`src/rtl/regfile_pkg.sv`:
```
// rtl/regfile_pkg.sv - shared constants and helpers for the multiport register file
package regfile_pkg;

    // Register that is hard-wired to zero: never written, never busy.
    localparam int ZERO_REG = 0;

    // Write port that wins when both ports target the same register.
    localparam logic WR_WIN_PORT = 1'b1;

    // Width of a counter able to hold 0..depth inclusive.
    function automatic int cnt_w(input int depth);
        return $clog2(depth + 1);
    endfunction

endpackage

```
`src/rtl/rf_read_port.sv`:
```
// rtl/rf_read_port.sv - one combinational read port with write bypass and busy flag
module rf_read_port
    import regfile_pkg::*;
#(
    parameter int N     = 32,
    parameter int DEPTH = 32,
    parameter int AW    = $clog2(DEPTH)
) (
    input  logic [AW-1:0]             ra,
    input  logic [DEPTH-1:0][N-1:0]   regs,
    input  logic [DEPTH-1:0]          busy,
    input  logic                      hi_v,
    input  logic [AW-1:0]             hi_a,
    input  logic [N-1:0]              hi_d,
    input  logic                      lo_v,
    input  logic [AW-1:0]             lo_a,
    input  logic [N-1:0]              lo_d,
    output logic [N-1:0]              rd,
    output logic                      rb
);

    localparam logic [AW:0] DEPTH_L = (AW + 1)'(DEPTH);

    logic ra_ok;
    logic hit_hi;
    logic hit_lo;

    assign ra_ok  = (ra != AW'(ZERO_REG)) && ({1'b0, ra} < DEPTH_L);
    assign hit_hi = ra_ok && hi_v && (hi_a == ra);
    assign hit_lo = ra_ok && lo_v && (lo_a == ra);

    // Select bypassed write data (winning port first), else stored value; zero/out-of-range read 0.
    always_comb begin
        rd = '0;
        rb = 1'b0;
        if (ra_ok) begin
            if (hit_hi) begin
                rd = hi_d;
            end else if (hit_lo) begin
                rd = lo_d;
            end else begin
                rd = regs[ra];
            end
            rb = busy[ra] && !(hit_hi || hit_lo);
        end
    end

endmodule

```
`src/rtl/multiport_regfile.sv`:
```
// rtl/multiport_regfile.sv - 2-read/2-write register file with reservation scoreboard
module multiport_regfile
    import regfile_pkg::*;
#(
    parameter int N     = 32,
    parameter int DEPTH = 32,
    parameter int AW    = $clog2(DEPTH)
) (
    input  logic                     clk,
    input  logic                     rst,
    input  logic [AW-1:0]            ra0,
    input  logic [AW-1:0]            ra1,
    output logic [N-1:0]             rd0,
    output logic [N-1:0]             rd1,
    output logic                     rb0,
    output logic                     rb1,
    input  logic                     we0,
    input  logic                     we1,
    input  logic [AW-1:0]            wa0,
    input  logic [AW-1:0]            wa1,
    input  logic [N-1:0]             wd0,
    input  logic [N-1:0]             wd1,
    input  logic                     rsv_en,
    input  logic [AW-1:0]            rsv_addr,
    output logic [cnt_w(DEPTH)-1:0]  busy_cnt
);

    localparam int          CW      = cnt_w(DEPTH);
    localparam logic [AW:0] DEPTH_L = (AW + 1)'(DEPTH);

    logic [DEPTH-1:0][N-1:0] regs;
    logic [DEPTH-1:0]        busy;

    logic          wv0, wv1, rv;
    logic          hi_v, lo_v;
    logic [AW-1:0] hi_a, lo_a;
    logic [N-1:0]  hi_d, lo_d;
    logic          set_new, clr_hi, clr_lo;
    logic [CW-1:0] cnt_next;

    // Nonzero and below DEPTH; anything else is ignored for write/reserve.
    function automatic logic addr_ok(input logic [AW-1:0] a);
        return (a != AW'(ZERO_REG)) && ({1'b0, a} < DEPTH_L);
    endfunction

    // Requests seen during reset are discarded, including their bypass.
    assign wv0 = !rst && we0 && addr_ok(wa0);
    assign wv1 = !rst && we1 && addr_ok(wa1);
    assign rv  = !rst && rsv_en && addr_ok(rsv_addr);

    // Order the write ports by priority: "hi" is applied last and wins conflicts.
    assign hi_v = WR_WIN_PORT ? wv1 : wv0;
    assign hi_a = WR_WIN_PORT ? wa1 : wa0;
    assign hi_d = WR_WIN_PORT ? wd1 : wd0;
    assign lo_v = WR_WIN_PORT ? wv0 : wv1;
    assign lo_a = WR_WIN_PORT ? wa0 : wa1;
    assign lo_d = WR_WIN_PORT ? wd0 : wd1;

    // Register storage; the winning port's assignment comes last.
    always_ff @(posedge clk or posedge rst) begin
        if (rst) begin
            regs <= '0;
        end else begin
            if (lo_v) regs[lo_a] <= lo_d;
            if (hi_v) regs[hi_a] <= hi_d;
        end
    end

    // Scoreboard bits: writes clear, a same-cycle reserve overrides the clear.
    always_ff @(posedge clk or posedge rst) begin
        if (rst) begin
            busy <= '0;
        end else begin
            if (lo_v) busy[lo_a] <= 1'b0;
            if (hi_v) busy[hi_a] <= 1'b0;
            if (rv)   busy[rsv_addr] <= 1'b1;
        end
    end

    // Count only real bit transitions so busy_cnt tracks the popcount of busy.
    always_comb begin
        set_new  = rv && !busy[rsv_addr];
        clr_hi   = hi_v && busy[hi_a] && !(rv && (rsv_addr == hi_a));
        clr_lo   = lo_v && busy[lo_a] && !(rv && (rsv_addr == lo_a))
                   && !(hi_v && (hi_a == lo_a));
        cnt_next = busy_cnt + CW'(set_new) - CW'(clr_hi) - CW'(clr_lo);
    end

    // Registered busy count.
    always_ff @(posedge clk or posedge rst) begin
        if (rst) begin
            busy_cnt <= '0;
        end else begin
            busy_cnt <= cnt_next;
        end
    end

    rf_read_port #(.N(N), .DEPTH(DEPTH), .AW(AW)) u_rp0 (
        .ra   (ra0),
        .regs (regs),
        .busy (busy),
        .hi_v (hi_v),
        .hi_a (hi_a),
        .hi_d (hi_d),
        .lo_v (lo_v),
        .lo_a (lo_a),
        .lo_d (lo_d),
        .rd   (rd0),
        .rb   (rb0)
    );

    rf_read_port #(.N(N), .DEPTH(DEPTH), .AW(AW)) u_rp1 (
        .ra   (ra1),
        .regs (regs),
        .busy (busy),
        .hi_v (hi_v),
        .hi_a (hi_a),
        .hi_d (hi_d),
        .lo_v (lo_v),
        .lo_a (lo_a),
        .lo_d (lo_d),
        .rd   (rd1),
        .rb   (rb1)
    );

endmodule

```
`config.mk`:
```
export PLATFORM = sky130hd
export DESIGN_NAME = multiport_regfile
export DESIGN_NICKNAME = d
export VERILOG_FILES = /design/src/rtl/regfile_pkg.sv /design/src/rtl/rf_read_port.sv /design/src/rtl/multiport_regfile.sv
export SDC_FILE = /design/constraint.sdc
export NUM_CORES = 2
export LEC_CHECK = 0
export BUFFER_PORTS_ARGS = -buffer_cell sky130_fd_sc_hd__buf_4
export CAP_MARGIN = 40
export CORE_ASPECT_RATIO = 1.1
export CORE_MARGIN = 2
export CORE_UTILIZATION = 54
export DETAILED_ROUTE_END_ITERATION = 12
export PLACE_DENSITY_LB_ADDON = 0.12
export SYNTH_ARGS = -nofsm -noshare
export SYNTH_HDL_FRONTEND = slang
export SYNTH_HIERARCHICAL = 1
export SYNTH_SLANG_ARGS = --single-unit
```
`constraint.sdc`:
```
create_clock -name clk -period 67.9 [get_ports clk]
set_input_delay 10.185 -clock clk [delete_from_list [all_inputs] [get_ports clk]]
set_output_delay 10.185 -clock clk [all_outputs]
set_load 0.02 [all_outputs]
```
# After elaboration in Yosys (flattened, before gate mapping)

Cells that the tools add are included.
Widths: inputs -> output; s select.

Register bits: 1062
Bits of input ports: 94
Word-level logic and storage cells: 138

Equal/unequal tests: 7
$add $sub $neg: 3
Mux-type cells: 39
Reductions and logical operators: 42
Bitwise gates (word level): 5
$lt $le $gt $ge: 8

Operator list:

| operator           | count |
|---|---|
| $bwmux 1024        | 2 |
| $mux 1024          | 2 |
| $mux 32            | 13 |
| $bmux 32 s5        | 2 |
| $demux 32 s5       | 2 |
| $and 32x32->32     | 2 |
| $not 32->32        | 2 |
| $eq 5x5->1         | 7 |
| $or 32x32->32      | 1 |
| $lt 5x6->1 const B | 5 |
| $logic_and 1x1->1  | 28 |
| $bmux 1 s5         | 5 |
| $reduce_bool 5->1  | 5 |
| $demux 1 s5        | 3 |
| $ge 5x1->1 const B | 3 |
| $sub 6x1->6        | 2 |
| $mux 1             | 10 |
| $logic_not 1->1    | 7 |
| $add 6x1->6        | 1 |
| $logic_or 1x1->1   | 2 |

# Longest topological paths before layout

Word-level depth: 11
Gate-level depth with buffers: 17

# Cells and area by module

Netlist, hierarchy kept.

Modules (own cells, without submodules):

| module            | area an instance (um^2) | cells an instance | instances | seq. area each (um^2) |
|---|---|---|---|---|
| multiport_regfile | 50093.0                 | 4903              | 1         | 26575.5 |
| rf_read_port      | 9018.6                  | 741               | 2         | 0.0 |

# Worst setup path after synthesis

Ideal clock, no wire load.

Path kind: input-to-reg
Start point: input rst
End point: register busy[4]
Setup slack: 32757 ps
Stages: 5
Data arrival time: 35060 ps
Required time: 67817 ps
Path buffers: 0
Cell sequence: inv_1 -> nand3_1 -> nor3_1 -> nand2_1 -> o21ai_0

Cells in the longest elaborated chain, start to end: 8
Elaborated cells on any way between the ends: 12
Those cells by class: mux: 3; bitwise: 2; reduce/logical: 7

RTL lines:

| what                            | line                    | text |
|---|---|---|
| start: declaration              | multiport_regfile.sv:10 | `input logic rst,` |
| $logic_not 1->1 (no line) *     | -                       |  |
| $logic_and 1x1->1 (2 in series) | multiport_regfile.sv:47 | `assign wv0 = !rst && we0 && addr_ok(wa0);` |
| $mux 32                         | multiport_regfile.sv:74 | `if (lo_v) busy[lo_a] <= 1'b0;` |
| $and 32x32->32 (no line)        | -                       |  |
| $mux 32                         | multiport_regfile.sv:75 | `if (hi_v) busy[hi_a] <= 1'b0;` |
| $or 32x32->32 (no line)         | -                       |  |
| $mux 32 *                       | multiport_regfile.sv:76 | `if (rv) busy[rsv_addr] <= 1'b1;` |
| end signal: indexed assignment  | multiport_regfile.sv:74 |  |
| end signal: indexed assignment  | multiport_regfile.sv:75 |  |
| end signal: indexed assignment  | multiport_regfile.sv:76 |  |
| end: declaration                | multiport_regfile.sv:32 | `logic [DEPTH-1:0] busy;` |

Mark *: on every way between the ends. The rest lies on a longest branch, timed or not.

# Worst setup path after layout

Start point: input ra1[0]
End point: output rd1[6]

Cells in the longest elaborated chain, start to end: 6
Elaborated cells on any way between the ends: 12
Those cells by class: eq/ne: 2; mux: 5; reduce/logical: 5

RTL lines:

| what                                                | line                    | text |
|---|---|---|
| start: declaration                                  | multiport_regfile.sv:12 | `input logic [AW-1:0] ra1,` |
| branches (longest 5 deep; another with $bmux 32 s5) | -                       |  |
| $mux 32 *                                           | rf_read_port.sv:36      | `if (ra_ok) begin` |
| end: declaration                                    | multiport_regfile.sv:14 | `output logic [N-1:0] rd1,` |

Every way passes the cells marked *. The select of a mux whose other input is x is not followed.

==> flow_metrics.py <==
metrics = {
    "synth": {
        "synth_top_cell_area_share": 0.390,
        "mappedNetlistNets": 6487,
        "seq_total_area_yosys": 0.390,
        "yosys_warnings": 6,
        "biggest_area_contributors_in_the_synthesized_netlist": "dfrtp_1 39%, mux2i_1 19%, mux4_2 14%",
        "ys_dominant_reg_cell": "dfrtp_1",
        "syn_avg_cell_area_um2": 10.7,
        "synth.distinct_cells": 64,
        "async_reset_ff_frac": 1.00,
        "synthesis.instances": 6385,
        "combined_area_of_all_synthesized_cells_um2": 68100,
        "post-synth-top-area-cell": "dfrtp_1",
        "postSynthRegisterBits": 1062,
        "synth-edff-count": 0,
    },
    "setup_path": {
        "crit_chain": "buf_8 > buf_12 > buf_12 > mux4_2 > a22o_1 > a211oi_1 > nor4_1 > a221o_1 > buf_4",
        "path_common_cell": "buf_12",
        "worst-setup-path-type": "input port to output pin",
        "reg2reg_depth": 15,
        "startpoint_types": "input port",
        "worstPathMaxFanout": 117,
        "worst_ep_required_time_ns": 57.72,
        "slowest_stage": "buf_12",
        "launching_point_of_the_worst_reg2reg_path": "busy[19]",
        "max_incr_delay_on_cp_ns": 0.75,
        "slack_of_the_worst_reg_to_reg_path_ns": 64.19,
        "worstPathArrival_ns": 14.53,
        "endpoint_kind": "output pin",
        "rr_endpoint": "busy_cnt[5]",
    },
    "placed_design": {
        "dp_hpwl_mm": 157,
        "routabilityCongestion": 0.891,
        "numPlacedInstances": 7581,
        "dpl_cell_area_um2": 70200,
        "portbufs": 165,
    },
    "die": {
        "die_height_um": 377,
        "die_w_um": 343,
        "io-pin-count": 166,
        "placement_rows": 136,
        "floorplan.core_area_um2": 125000,
        "initial_core_util": 0.545,
        "die-area_um2": 129000,
    },
    "global_routing": {
        "number_of_antenna_violations_at_the_first_check_in_global_routing": 10,
        "number_of_global_route_vias_before_repair": 54100,
        "grt_max_degree": 148,
        "global_route.usage.total": 0.428,
        "grt_first_pass_wirelength_mm": 397,
        "gr-total-overflow": 0,
    },
    "run_status": {
        "outcome": "complete, no violations",
    },
    "finish": {
        "areaGrowthSynthToFinish_pct": 8.83,
        "layout.cells.most_common_list": "1266 x mux2i_1, 1062 x dfrtp_1, 545 x nand2_1, 531 x nor2_1, 519 x a21oi_1",
        "post-route-cell-area_um2": 74100,
        "layout.cells.most_common": "mux2i_1",
        "final.fill_count": 10300,
        "filler_free_cell_count_of_the_finished_design": 7800,
        "nNetsFinal": 6147,
        "drive_above_1_share": 0.180,
    },
    "power": {
        "switching_share": 0.314,
        "p_per_area_nw_per_um2": 28.2,
        "p_leak_uw": 0.0340,
        "ir_drop_v": 0.0000227,
        "comb_power_share": 0.248,
        "power.sequential.fraction": 0.432,
        "clockPowerShare": 0.320,
        "power.internal_uw": 1430,
        "finalPower_uw": 2090,
        "switchingPower_uw": 657,
    },
    "clock_tree": {
        "cts_max_level": 3,
        "post_cts_resize_count": 0,
        "cts_post_setup_buffers_inserted": 0,
        "clk_root_buffer_cell": "clkbuf_16",
        "cts-root-to-sink-buffers": 3,
        "clock_latency_ns": 0.77,
        "tritoncts": "built",
        "numCtsBuffers": 118,
        "cts.sink_count": 1062,
        "cts_hold_repair.buffers": 0,
        "clk_pin_slew_ns": 0.06,
    },
    "timing": {
        "timing.clock.skew_ns": 0.00732,
        "worst-slew-pin-transition_ns": 1.07,
        "fin_tns_setup_ns": 0,
        "finalMaxSlewViolations": 0,
        "maxClockFrequency_mhz": 40.5,
        "period_minus_slack_ns": 24.71,
        "setup_repair_after_global_routing_missed_its_margin": "false",
        "slew_headroom": 0.286,
        "final-hold-violation-count": 0,
        "timing.final.crit_share": 0.364,
        "report.final.setup_viol": 0,
    },
    "min_path": {
        "hold-path-endpoint": "regs[12]",
        "min_delay_path_depth": 0,
        "hp-start": "regs[12]",
        "hold_path.class": "register to register",
    },
    "drt": {
        "route.detailed.vias_per_inst": 7.19,
        "drt_first_pass_iters": 6,
        "drc": 0,
        "detailedRoute.firstIterationViolations": 7587,
        "detail-route-antenna-nets": 0,
        "drt_wl_total_mm": 278,
        "avgRoutedWirePerCell_um": 35.6,
        "vias": 56000,
    },
    "job": {
        "timing.max_cap.violations": 0,
    },
}
[worst max-delay path, delay by kind of cell]
kind	cells	cell delay [ns]
buf+inv	4	2.18
simple gates	1	0.19
mux	1	0.60
compound gates	3	1.24
[power by group through the flow]
stage          Clock (uW)  Combinational (uW)  Sequential [uW]
6_report              669                 519              903
5_1_grt               697                 559              920
4_1_cts               671                 511              898
3_5_place_dp            0                 511              907
3_3_place_gp            0                 496              898
2_1_floorplan           0                 395              874
[flip-flops by register name, indices dropped and copies added, names as in the netlist]
| register | cells |
|---|---|
| busy | 32 |
| busy_cnt | 6 |
| regs | 1024 |
[worst max-delay path by stage]
stage / start / to / slack (ns) / cells after the start
floorplan: rst / busy[0] / 27.80 / 1
global placement: ra1[0] / rd1[6] / 43.26 / 9
detailed placement: ra1[0] / rd1[6] / 43.23 / 9
CTS: ra1[0] / rd1[6] / 43.22 / 9
global route: ra1[0] / rd1[6] / 43.06 / 9
finish: ra1[0] / rd1[6] / 43.19 / 9
[per-stage QoR]
step	worst slack [ns]	hold slack, ns	utilization
final	43.19	0.394	0.593
after global routing	43.06	0.409	0.593
after CTS	43.22	0.396	0.593
after detailed placement	43.23	0.383	0.561
after global placement	43.26	0.377	0.553
after floorplan	27.80	0.441	-
[kinds of logic (layout without fill, tap and decap cells)]
family	count (synthesis)	in the layout	share of synthesized area
muxes	1759	1759	0.339
AOI/OAI and AO/OA	1407	1407	0.127
and+or+nand+nor	1295	1295	0.0803
DFF	1062	1062	0.390
buffers and inverters	815	569	0.0571
xor gates and xnor gates	39	39	0.00501
adders and majority gates	8	8	0.00169
other	0	5	0
[area by class of cell]
class	instances	area, um2	area share
Multi-Input combinational cell	4508	38200	0.515
Sequential cell	1062	26600	0.358
Clock buffer	174	3450	0.0465
Timing Repair Buffer	331	3320	0.0448
Tap cell	1656	2070	0.0279
Clock inverter	40	473	0.00638
Inverter	24	97.6	0.00132
Antenna cell	5	12.5	0.000169
[Yosys cell counts, types with 17 or more instances]
cell / n
a211oi_1: 40
a21oi_1: 519
a221o_1: 72
a221oi_1: 53
a22o_1: 49
a32o_1: 17
buf_1: 46
buf_2: 215
buf_4: 89
buf_6: 30
clkbuf_1: 411
dfrtp_1: 1062
inv_1: 22
mux2_2: 60
mux2i_1: 1266
mux4_2: 433
nand2_1: 568
nor2_1: 548
nor4_1: 65
o2111a_1: 26
o21ai_0: 402
o21ai_1: 92
o221ai_1: 94
o22a_1: 26
xnor2_1: 30
[layer usage]
metal	track usage	routed length [um]
met1	0.546	99600
met2	0.628	119000
met5	0	41
met3	0.129	36200
met4	0.291	22900
No activity file was read; power rests on OpenSTA's default activity.
